### config.mk
export PLATFORM = sky130hd
export DESIGN_NAME = enemy_swarm_ctrl
export DESIGN_NICKNAME = d
export VERILOG_FILES = /design/src/rtl/swarm_pkg.sv /design/src/rtl/swarm_bounds.sv /design/src/rtl/enemy_swarm_ctrl.sv
export SDC_FILE = /design/constraint.sdc
export NUM_CORES = 1
export LEC_CHECK = 0
export BUFFER_PORTS_ARGS = -buffer_cell sky130_fd_sc_hd__buf_2
export CORE_ASPECT_RATIO = 1.5
export CORE_UTILIZATION = 50
export DETAILED_ROUTE_END_ITERATION = 10
export PLACE_DENSITY = 0.71
export RECOVER_POWER = 100
export SYNTH_ARGS = -nofsm -noshare
export SYNTH_HDL_FRONTEND = slang
export SYNTH_SLANG_ARGS = --single-unit
### constraint.sdc
create_clock -name frame_clk -period 7 [get_ports frame_clk]
set_input_delay 1.4 -clock frame_clk [delete_from_list [all_inputs] [get_ports frame_clk]]
set_output_delay 1.4 -clock frame_clk [all_outputs]
set_load 0.02 [all_outputs]
### src/rtl/swarm_pkg.sv
// Shared types and default geometry for the enemy swarm controller.
package swarm_pkg;

    typedef enum logic [2:0] {
        IDLE,
        SPAWN,
        MARCH,
        DESCEND,
        CLEARED,
        INVADED
    } swarm_state_t;

    localparam int unsigned DEF_ROWS        = 4;
    localparam int unsigned DEF_COLS        = 8;
    localparam int unsigned DEF_PITCH_X     = 60;
    localparam int unsigned DEF_PITCH_Y     = 55;
    localparam int unsigned DEF_SPRITE_W    = 50;
    localparam int unsigned DEF_SPRITE_H    = 50;
    localparam int unsigned DEF_START_X     = 40;
    localparam int unsigned DEF_START_Y     = 40;
    localparam int unsigned DEF_STEP_X      = 4;
    localparam int unsigned DEF_STEP_Y      = 20;
    localparam int unsigned DEF_STEP_DIV    = 8;
    localparam int unsigned DEF_LEFT_LIMIT  = 8;
    localparam int unsigned DEF_RIGHT_LIMIT = 632;
    localparam int unsigned DEF_INVADE_Y    = 400;
    localparam int unsigned DEF_CLEAR_WAIT  = 60;

    function automatic int unsigned swarm_idx(input int unsigned r, input int unsigned c,
                                              input int unsigned cols);
        return r * cols + c;
    endfunction

endpackage

### src/rtl/swarm_bounds.sv
// Occupied-extent finder: leftmost/rightmost alive column, lowest alive row
// and the alive popcount, all combinational from the alive mask.
module swarm_bounds
    import swarm_pkg::*;
#(
    parameter int unsigned ROWS = DEF_ROWS,
    parameter int unsigned COLS = DEF_COLS
) (
    input  logic [ROWS*COLS-1:0]           alive_mask,
    output logic [$clog2(COLS)-1:0]        leftmost_col,
    output logic [$clog2(COLS)-1:0]        rightmost_col,
    output logic [$clog2(ROWS)-1:0]        bottom_row,
    output logic [$clog2(ROWS*COLS+1)-1:0] alive_count
);

    localparam int unsigned CW = $clog2(COLS);
    localparam int unsigned RW = $clog2(ROWS);
    localparam int unsigned NW = $clog2(ROWS*COLS+1);

    logic [COLS-1:0] col_any;
    logic [ROWS-1:0] row_any;

    always_comb begin
        col_any = '0;
        row_any = '0;
        for (int unsigned r = 0; r < ROWS; r++) begin
            for (int unsigned c = 0; c < COLS; c++) begin
                if (alive_mask[swarm_idx(r, c, COLS)]) begin
                    col_any[c] = 1'b1;
                    row_any[r] = 1'b1;
                end
            end
        end
    end

    // Later loop iterations win, so scan direction picks the extreme index.
    always_comb begin
        leftmost_col  = '0;
        rightmost_col = '0;
        bottom_row    = '0;
        for (int unsigned c = COLS; c > 0; c--) begin
            if (col_any[c-1]) leftmost_col = CW'(c - 1);
        end
        for (int unsigned c = 0; c < COLS; c++) begin
            if (col_any[c]) rightmost_col = CW'(c);
        end
        for (int unsigned r = 0; r < ROWS; r++) begin
            if (row_any[r]) bottom_row = RW'(r);
        end
    end

    always_comb begin
        alive_count = '0;
        for (int unsigned i = 0; i < ROWS*COLS; i++) begin
            alive_count = alive_count + NW'(alive_mask[i]);
        end
    end

endmodule

### src/rtl/enemy_swarm_ctrl.sv
// Enemy formation controller: march, descend, kills, wave clear and invasion.
// Optional SWARM_SPEEDUP_EN shortens the step period as the swarm thins out.
module enemy_swarm_ctrl
    import swarm_pkg::*;
#(
    parameter int unsigned ROWS        = DEF_ROWS,
    parameter int unsigned COLS        = DEF_COLS,
    parameter int unsigned PITCH_X     = DEF_PITCH_X,
    parameter int unsigned PITCH_Y     = DEF_PITCH_Y,
    parameter int unsigned SPRITE_W    = DEF_SPRITE_W,
    parameter int unsigned SPRITE_H    = DEF_SPRITE_H,
    parameter int unsigned START_X     = DEF_START_X,
    parameter int unsigned START_Y     = DEF_START_Y,
    parameter int unsigned STEP_X      = DEF_STEP_X,
    parameter int unsigned STEP_Y      = DEF_STEP_Y,
    parameter int unsigned STEP_DIV    = DEF_STEP_DIV,
    parameter int unsigned LEFT_LIMIT  = DEF_LEFT_LIMIT,
    parameter int unsigned RIGHT_LIMIT = DEF_RIGHT_LIMIT,
    parameter int unsigned INVADE_Y    = DEF_INVADE_Y,
    parameter int unsigned CLEAR_WAIT  = DEF_CLEAR_WAIT
) (
    input  logic                           frame_clk,
    input  logic                           Reset,
    input  logic                           start_game,
    input  logic                           kill_valid,
    input  logic [$clog2(ROWS)-1:0]        kill_row,
    input  logic [$clog2(COLS)-1:0]        kill_col,
    output logic [9:0]                     swarm_x,
    output logic [9:0]                     swarm_y,
    output logic                           enemy_direction_X,
    output logic                           enemy_direction_Y,
    output logic                           start,
    output logic                           delete_enemies,
    output logic [ROWS*COLS-1:0]           alive_mask,
    output logic [$clog2(ROWS*COLS+1)-1:0] alive_count,
    output logic                           wave_cleared,
    output logic                           invaded
);

    localparam int unsigned CW = $clog2(COLS);
    localparam int unsigned RW = $clog2(ROWS);
    localparam int unsigned TW = $clog2(STEP_DIV + 1);
    localparam int unsigned WW = $clog2(CLEAR_WAIT + 1);

    swarm_state_t        state;
    logic [TW-1:0]       timer;
    logic [WW-1:0]       wait_cnt;
    logic [CW-1:0]       leftmost_col;
    logic [CW-1:0]       rightmost_col;
    logic [RW-1:0]       bottom_row;
    logic [ROWS*COLS-1:0] mask_next;
    logic [10:0]         right_edge;
    logic [10:0]         left_edge;
    logic [10:0]         bottom_edge;
    logic                edge_hit;
    logic                invade_hit;
    logic                step_due;
    logic                spawn_req;

    swarm_bounds #(
        .ROWS(ROWS),
        .COLS(COLS)
    ) u_bounds (
        .alive_mask   (alive_mask),
        .leftmost_col (leftmost_col),
        .rightmost_col(rightmost_col),
        .bottom_row   (bottom_row),
        .alive_count  (alive_count)
    );

    // Out-of-range row/column indices simply match no enemy.
    always_comb begin
        mask_next = alive_mask;
        for (int unsigned r = 0; r < ROWS; r++) begin
            for (int unsigned c = 0; c < COLS; c++) begin
                if (kill_valid && 32'(kill_row) == r && 32'(kill_col) == c)
                    mask_next[swarm_idx(r, c, COLS)] = 1'b0;
            end
        end
    end

    assign right_edge  = {1'b0, swarm_x} + 11'(rightmost_col) * 11'(PITCH_X) + 11'(SPRITE_W + STEP_X);
    assign left_edge   = {1'b0, swarm_x} + 11'(leftmost_col) * 11'(PITCH_X);
    assign bottom_edge = {1'b0, swarm_y} + 11'(bottom_row) * 11'(PITCH_Y) + 11'(SPRITE_H);
    assign edge_hit    = enemy_direction_X ? (right_edge > 11'(RIGHT_LIMIT))
                                           : (left_edge < 11'(LEFT_LIMIT + STEP_X));
    assign invade_hit  = (bottom_edge >= 11'(INVADE_Y));

`ifdef SWARM_SPEEDUP_EN
    logic [TW-1:0] period;

    // period = max(1, floor(STEP_DIV*count/N)) via threshold compares.
    always_comb begin
        period = TW'(1);
        for (int unsigned k = 2; k <= STEP_DIV; k++) begin
            if (32'(alive_count) * STEP_DIV >= k * ROWS * COLS) period = TW'(k);
        end
    end
    assign step_due = (timer + TW'(1) >= period);
`else
    assign step_due = (timer == TW'(STEP_DIV - 1));
`endif

    assign spawn_req = ((state == IDLE || state == INVADED) && start_game) ||
                       (state == CLEARED && wait_cnt == WW'(CLEAR_WAIT - 1));

    // The Y step and X reversal land on the edge into DESCEND so drawers see
    // them together with enemy_direction_Y during the descend frame.
    always_ff @(posedge frame_clk) begin
        if (Reset) begin
            state             <= IDLE;
            swarm_x           <= 10'(START_X);
            swarm_y           <= 10'(START_Y);
            enemy_direction_X <= 1'b1;
            enemy_direction_Y <= 1'b0;
            start             <= 1'b0;
            delete_enemies    <= 1'b1;
            alive_mask        <= '1;
            wave_cleared      <= 1'b0;
            invaded           <= 1'b0;
            timer             <= '0;
            wait_cnt          <= '0;
        end else begin
            case (state)
                SPAWN: begin
                    start <= 1'b0;
                    state <= MARCH;
                end
                MARCH: begin
                    alive_mask <= mask_next;
                    if (mask_next == '0) begin
                        state        <= CLEARED;
                        wave_cleared <= 1'b1;
                        wait_cnt     <= '0;
                    end else if (step_due) begin
                        timer <= '0;
                        if (edge_hit) begin
                            state             <= DESCEND;
                            swarm_y           <= swarm_y + 10'(STEP_Y);
                            enemy_direction_X <= ~enemy_direction_X;
                            enemy_direction_Y <= 1'b1;
                        end else if (enemy_direction_X) begin
                            swarm_x <= swarm_x + 10'(STEP_X);
                        end else begin
                            swarm_x <= swarm_x - 10'(STEP_X);
                        end
                    end else begin
                        timer <= timer + TW'(1);
                    end
                end
                DESCEND: begin
                    alive_mask        <= mask_next;
                    enemy_direction_Y <= 1'b0;
                    if (mask_next == '0) begin
                        state        <= CLEARED;
                        wave_cleared <= 1'b1;
                        wait_cnt     <= '0;
                    end else if (invade_hit) begin
                        state          <= INVADED;
                        invaded        <= 1'b1;
                        delete_enemies <= 1'b1;
                    end else begin
                        state <= MARCH;
                    end
                end
                CLEARED: begin
                    wave_cleared <= 1'b0;
                    wait_cnt     <= wait_cnt + WW'(1);
                end
                default: ;
            endcase

            if (spawn_req) begin
                state             <= SPAWN;
                swarm_x           <= 10'(START_X);
                swarm_y           <= 10'(START_Y);
                alive_mask        <= '1;
                enemy_direction_X <= 1'b1;
                enemy_direction_Y <= 1'b0;
                timer             <= '0;
                start             <= 1'b1;
                delete_enemies    <= 1'b0;
                invaded           <= 1'b0;
                wave_cleared      <= 1'b0;
            end
        end
    end

endmodule
---- Yosys cells after proc, flatten, opt, wreduce, memory -nomap -nowiden ----
Cells that the tools add are included.
operators by class
  add/sub/neg operators ................... 41
  multiply operators ...................... 3
  div/mod/pow operators ................... 0
  order comparisons ....................... 3
  equal/unequal tests ..................... 26
  shift operators ......................... 0
  mux-type cells .......................... 130
  bitwise operators ....................... 3
  reduce and logical (&&, ||, !) cells .... 62
operators with widths
  cell                                                   count
  adder 6 x 1 -> 6 bit                                   30
  two-way mux 1 bit                                      102
  two-way mux 3 bit                                      17
  logical AND 1 bit                                      38
  logical NOT 32 bit                                     1
  adder 10 x 9 -> 11 bit                                 2
  adder 11 x 6 -> 11 bit (second input constant)         2
  equality test 3 bit (second input constant)            6
  multiplier 3 x 4 -> 7 bit (second input constant)      2
  equality test 3 x 2 -> 1 bit (second input constant)   4
  case mux 6 bit (2 select lines)                        1
  AND reduction 3 bit                                    4
  AND reduction 4 bit                                    3
  adder 10 x 8 -> 11 bit                                 1
  >= comparator 11 x 9 -> 1 bit (second input constant)  1
  > comparator 11 x 10 -> 1 bit (second input constant)  1
  < comparator 11 x 4 -> 1 bit (second input constant)   1
  adder 10 x 3 -> 10 bit (second input constant)         1
  adder 10 x 5 -> 10 bit (second input constant)         1
  two-way mux 10 bit                                     1
  nonzero test 2 bit                                     5
  subtractor 10 x 3 -> 10 bit (second input constant)    1
  case mux 3 bit (3 select lines)                        1
  multiplier 2 x 6 -> 8 bit (second input constant)      1
  24 further kinds                                       41
storage, ports and cells
  bits in registers ....................... 71
  bits in latches ......................... 0
  memory bits (writable) .................. 0
  memory bits (read-only) ................. 0
  output and inout port bits .............. 64
  logic and storage cells ................. 281
  memories ................................ 0

---- Depth between registers and ports, before layout ----
  depth in word-level cells ............... 31
  gate-level depth with buffers ........... 23
  depth with buffers taken out ............ 22

---- Hierarchy ----
A second synthesis with hierarchy kept.
unflattened totals
  cell total of the unflattened synthesis .. 689
  area total of the unflattened synthesis .. 5806.8 µm²
modules (own cells, without submodules)
  module            times used  cells an instance  area an instance (µm²)  seq. area each (µm²)
  enemy_swarm_ctrl  1           566                4695.8                  1341.3
  swarm_bounds      1           123                1111.1                  0.0

---- Worst setup path before layout ----
Ideal clock, no wire load.
  path type ............................... register to output
  from .................................... register alive_mask[1]
  to ...................................... output alive_count[4]
  arrival ................................. 5.069 ns
  required time ........................... 5.600 ns
  setup slack ............................. 0.531 ns
  stages on the path, launching flop included .. 15
  buffers on the path ..................... 0
  path through ............................ dfxtp_1 -> ha_1 -> inv_1 -> fa_1 -> fa_1 -> fa_1 -> fa_1 -> fa_1 -> fa_1 -> inv_1 -> fa_1 -> fa_1 -> a21o_1 -> a21oi_1 -> xnor2_1
between the ends
  longest elaborated chain between the ends .. 31
RTL lines
  element                              RTL line                 text
  start: declaration                   enemy_swarm_ctrl.sv:34   output logic [ROWS*COLS-1:0] alive_mask,
  start signal: assignment             enemy_swarm_ctrl.sv:130  alive_mask <= mask_next;
  start signal: assignment             enemy_swarm_ctrl.sv:152  alive_mask <= mask_next;
  adder 1 x 1 -> 2 bit                 swarm_bounds.sv:55       alive_count = alive_count + NW'(alive_mask[i]);
  adder 6 x 1 -> 6 bit (30 in series)  swarm_bounds.sv:55
  end: declaration                     enemy_swarm_ctrl.sv:35   output logic [$clog2(ROWS*COLS+1)-1:0] alive_count,
Every way passes these cells.

---- Worst setup path after layout ----
  from .................................... register alive_mask[0]
  to ...................................... output alive_count[4]
Same word-level chain as after synthesis.

==> metrics.md <==
| Metric | Value |
|---|---|
| Core box area | ~11,000 sq um |
| Hpwl dp | between 10 and 15 mm |
| Final period utilization | between 90% and 100% |
| First-pass GRT wire length | approximately 26 mm |
| Post-synthesis cell area | about 5700 sq um |
| Startpoint Class | flop |
| CTS tree | built |
| Max-slew violation count | 40 |
| Fraction of registers with async set/reset | 0% |
| Status | finished, violations left |
| WL per Instance | roughly 18 um |
| CP Capture Type | output pin |
| Clk sinks | 67 |
| Clock slew at reported path FFs | approximately 0.060 ns |
| Worst slew pin tran | 1.777 ns |
| WHS | roughly 0.47 ns |
| Slew headroom | -18.46% |
| Min Tclk post-route | between 6 and 7 ns |
| Final Hold Viols | 0 |
| # setup viols final | 0 |
| Total chip power | 972.2 uW |
| Aggregate global-route resource usage | between 20% and 30% |
| Cts bufs inserted | 9 |
| EDFF count, synth | 0 |
| Net count, final | between 800 and 900 |
| Initial antenna violation count | 0 |
| Worst r2r dst | state[0] |
| Cells after DPL | 877 |
| Final Non-Filler Cells | a little under 900 |
| Final wirelength | between 15 and 20 mm |
| Number of global-route vias before repair | around 5,400 |
| DR iter-0 viols | 252 |
| Syn Inst Count | 679 |
| RSZ-0062 raised after global routing | false |
| Capture point of the critical path | alive_count[4] |
| Gp weighted congestion | 1.024 |
| Ys Warns | 0 |
| FP Rows | 47 |
| Port buffer count | ~70 |
| Worst-case reg-to-reg path depth | 20 |
| Yosys cell types | 63 |
| Critical path peak fanout | 5 |
| Seq cells post-synth | 67 |
| Ports | 73 |
| Critical path arrival | 5.39 ns |
| DR vias | 5,326 |
| Dominant cell type by area after synthesis | dfxtp_1 |
| PD cells | approximately 150 nW/um^2 |
| Reg2reg setup slack | 1.00 ns |
| CTS max path bufs | 2 |
| Post-synth top area share | approximately a quarter |
| Leakage | between 2 and 3 nW |
| Residual DRC | 0 |
| Synth Flop Type | dfxtp_1 |
| Worst hold path class | reg -> reg |
| N_diodes | 0 |
| Vias per cell | between 5 and 6 |
| H-tree Lvls | 3 |
| Max rail drop VDD | 0.1260 mV |
| Die area | about 12,000 sq um |
| Largest net degree at the start of global routing | 40 |
| Failing checks | max-capacitance violations, max-slew violations |
| Worst setup path class | reg -> out |
| Setup_tns | 0 ns |
| Die Y-Extent | 132.4 um |
| Max_cap viols | 1 |
| Post-CTS Setup Bufs | 0 |
| Fill cells | 1,095 |
| GRT overflow | 0 |
| Sequential share of the synthesized area | between 20% and 30% |
| Worst Skew | about 0.0046 ns |
| Layout cell share with drive strength beyond 1 | approximately 6.3% |
| Reg2reg start | alive_mask[23] |
| CP startpoint | alive_mask[0] |
| Area Growth Syn to Fin | 12.19% |
| Most area-consuming cells after synthesis | dfxtp_1 (24%), ha_1 (14%), fa_1 (12%) |
| Fmax | ~150 MHz |
| Routed Antenna Nets | 0 |
| Drt pass-1 iters | 5 |
| Clk Latency, worst-skew pair | 0.33 ns |
| Hold Path Cell Cnt | 2 |
| Initial Util | slightly above 50% |
| Mean post-synth cell area | about 8.3 sq um |
| Die Wd | a little under 90 um |
| Required time worst endpoint | between 5 and 6 ns |
| Root buf cell | clkbuf_16 |
[how the worst min path moves through the flow]
| stage | startpoint | end | slack [ns] |
|---|---|---|---|
| final | enemy_direction_Y | enemy_direction_Y | 0.47 |
| after global routing | wave_cleared | wave_cleared | 0.51 |
| after CTS | enemy_direction_Y | enemy_direction_Y | 0.47 |
| after detailed placement | enemy_direction_Y | enemy_direction_Y | 0.46 |
| after global placement | enemy_direction_Y | enemy_direction_Y | 0.45 |
| after floorplan | timer[3] | timer[3] | 0.44 |
[metal layers]
metal | share of wire (%) | GRT usage [%]
met4 | 6.2 | 18.37
met5 | 0 | 0
met1 | 38 | 30.78
met3 | 5.7 | 6.011
met2 | 51 | 49.27
[layout by cell type (no fill, tap or decap), drive strengths merged, types with 9 or more instances in the layout]
cell type  count
o21ai         87
inv           75
clkbuf        74
dfxtp         67
ha            62
nand2         58
a21oi         39
fa            35
nor2          30
nand3         22
nor4          16
nand4         13
xnor2         12
buf           12
a21o          10
or4           10
nor2b          9
[cell type report]
class                           count  area (sq um)  area share (%)
Clock buffer                       11         242.7           3.819
Clock inverter                      5         100.1           1.575
Inverter                           75         281.5           4.429
Multi-Input combinational cell    513          3897           61.32
Sequential cell                    67          1344           21.14
Tap cell                          147         183.9           2.894
Timing Repair Buffer               75         306.5           4.823
[critical path: stages, from the launching register on]
cell and delay (ns):
dfxtp_2 0.34, ha_1 0.29, inv_1 0.07, fa_1 0.44
fa_1 0.55, fa_1 0.44, fa_1 0.55, fa_1 0.44
fa_1 0.49, inv_1 0.05, fa_2 0.35, fa_2 0.36
a21o_1 0.18, a21oi_1 0.17, xnor2_1 0.14, buf_2 0.19
[flip-flops by register name, indices dropped and copies added, names as in the netlist, 3 cells and up]
signal / count
wait_cnt: 6
alive_mask: 32
swarm_x: 8
timer: 4
swarm_y: 8
state: 3
[cell usage after synthesis, drive strengths merged, types with 2 or more instances]
cell type   n
nand3b      7
o21ai      87
nor2       30
o21a        2
o31ai       6
a2111oi     2
clkbuf     17
fa         35
or3         8
nor3b       5
nor2b       9
a211o       2
xnor2      12
ha         62
nor4       16
o22ai       2
a41o        3
inv        75
a211oi      3
o21bai      3
dfxtp      67
nand4      13
or2         8
buf        10
xor2        7
a31oi       3
or3b        5
and3        2
a31o        2
nor3        8
o211a       2
mux2i       5
nand2b      6
a221oi      3
a21oi      39
or4        10
a21o       10
nand3      22
nand2      58
[report_power, final]
group | switching, mW | leakage, nW | internal [mW]
sequential | 0.00419 | 0.541 | 0.384
combinational | 0.0433 | 2.04 | 0.0166
clock | 0.167 | 0.169 | 0.356
total | 0.215 | 2.75 | 0.757
[metrics by stage]
stage	utilization (%)	instance area, sq um	worst slack [ns]
final	57.49	6356	0.2103
after global routing	57.49	6356	0.007866
after CTS	58.52	6470	0.02511
after detailed placement	55.42	6127	0.3910
after global placement	55.42	6127	0.4648
after floorplan	-	5677	0.5309
[what timing repair did]
action	4_1_cts	5_1_grt
hold buffers	0	0
gates resized for setup	0	4
endpoints found under the setup margin	0	1
[logic make-up (layout without fill, tap and decap cells)]
logic type / after synthesis / count (layout) / synth area share, %
simple gates: 210 / 210 / 20.30
compound gates: 178 / 178 / 18.84
buf+inv: 102 / 166 / 7.244
fa+ha+maj: 97 / 97 / 26.06
flops: 67 / 67 / 23.67
xor+xnor: 19 / 19 / 2.937
mux: 5 / 5 / 0.8834
other cells: 1 / 4 / 0.06619
(Power assumes the default switching activity.)
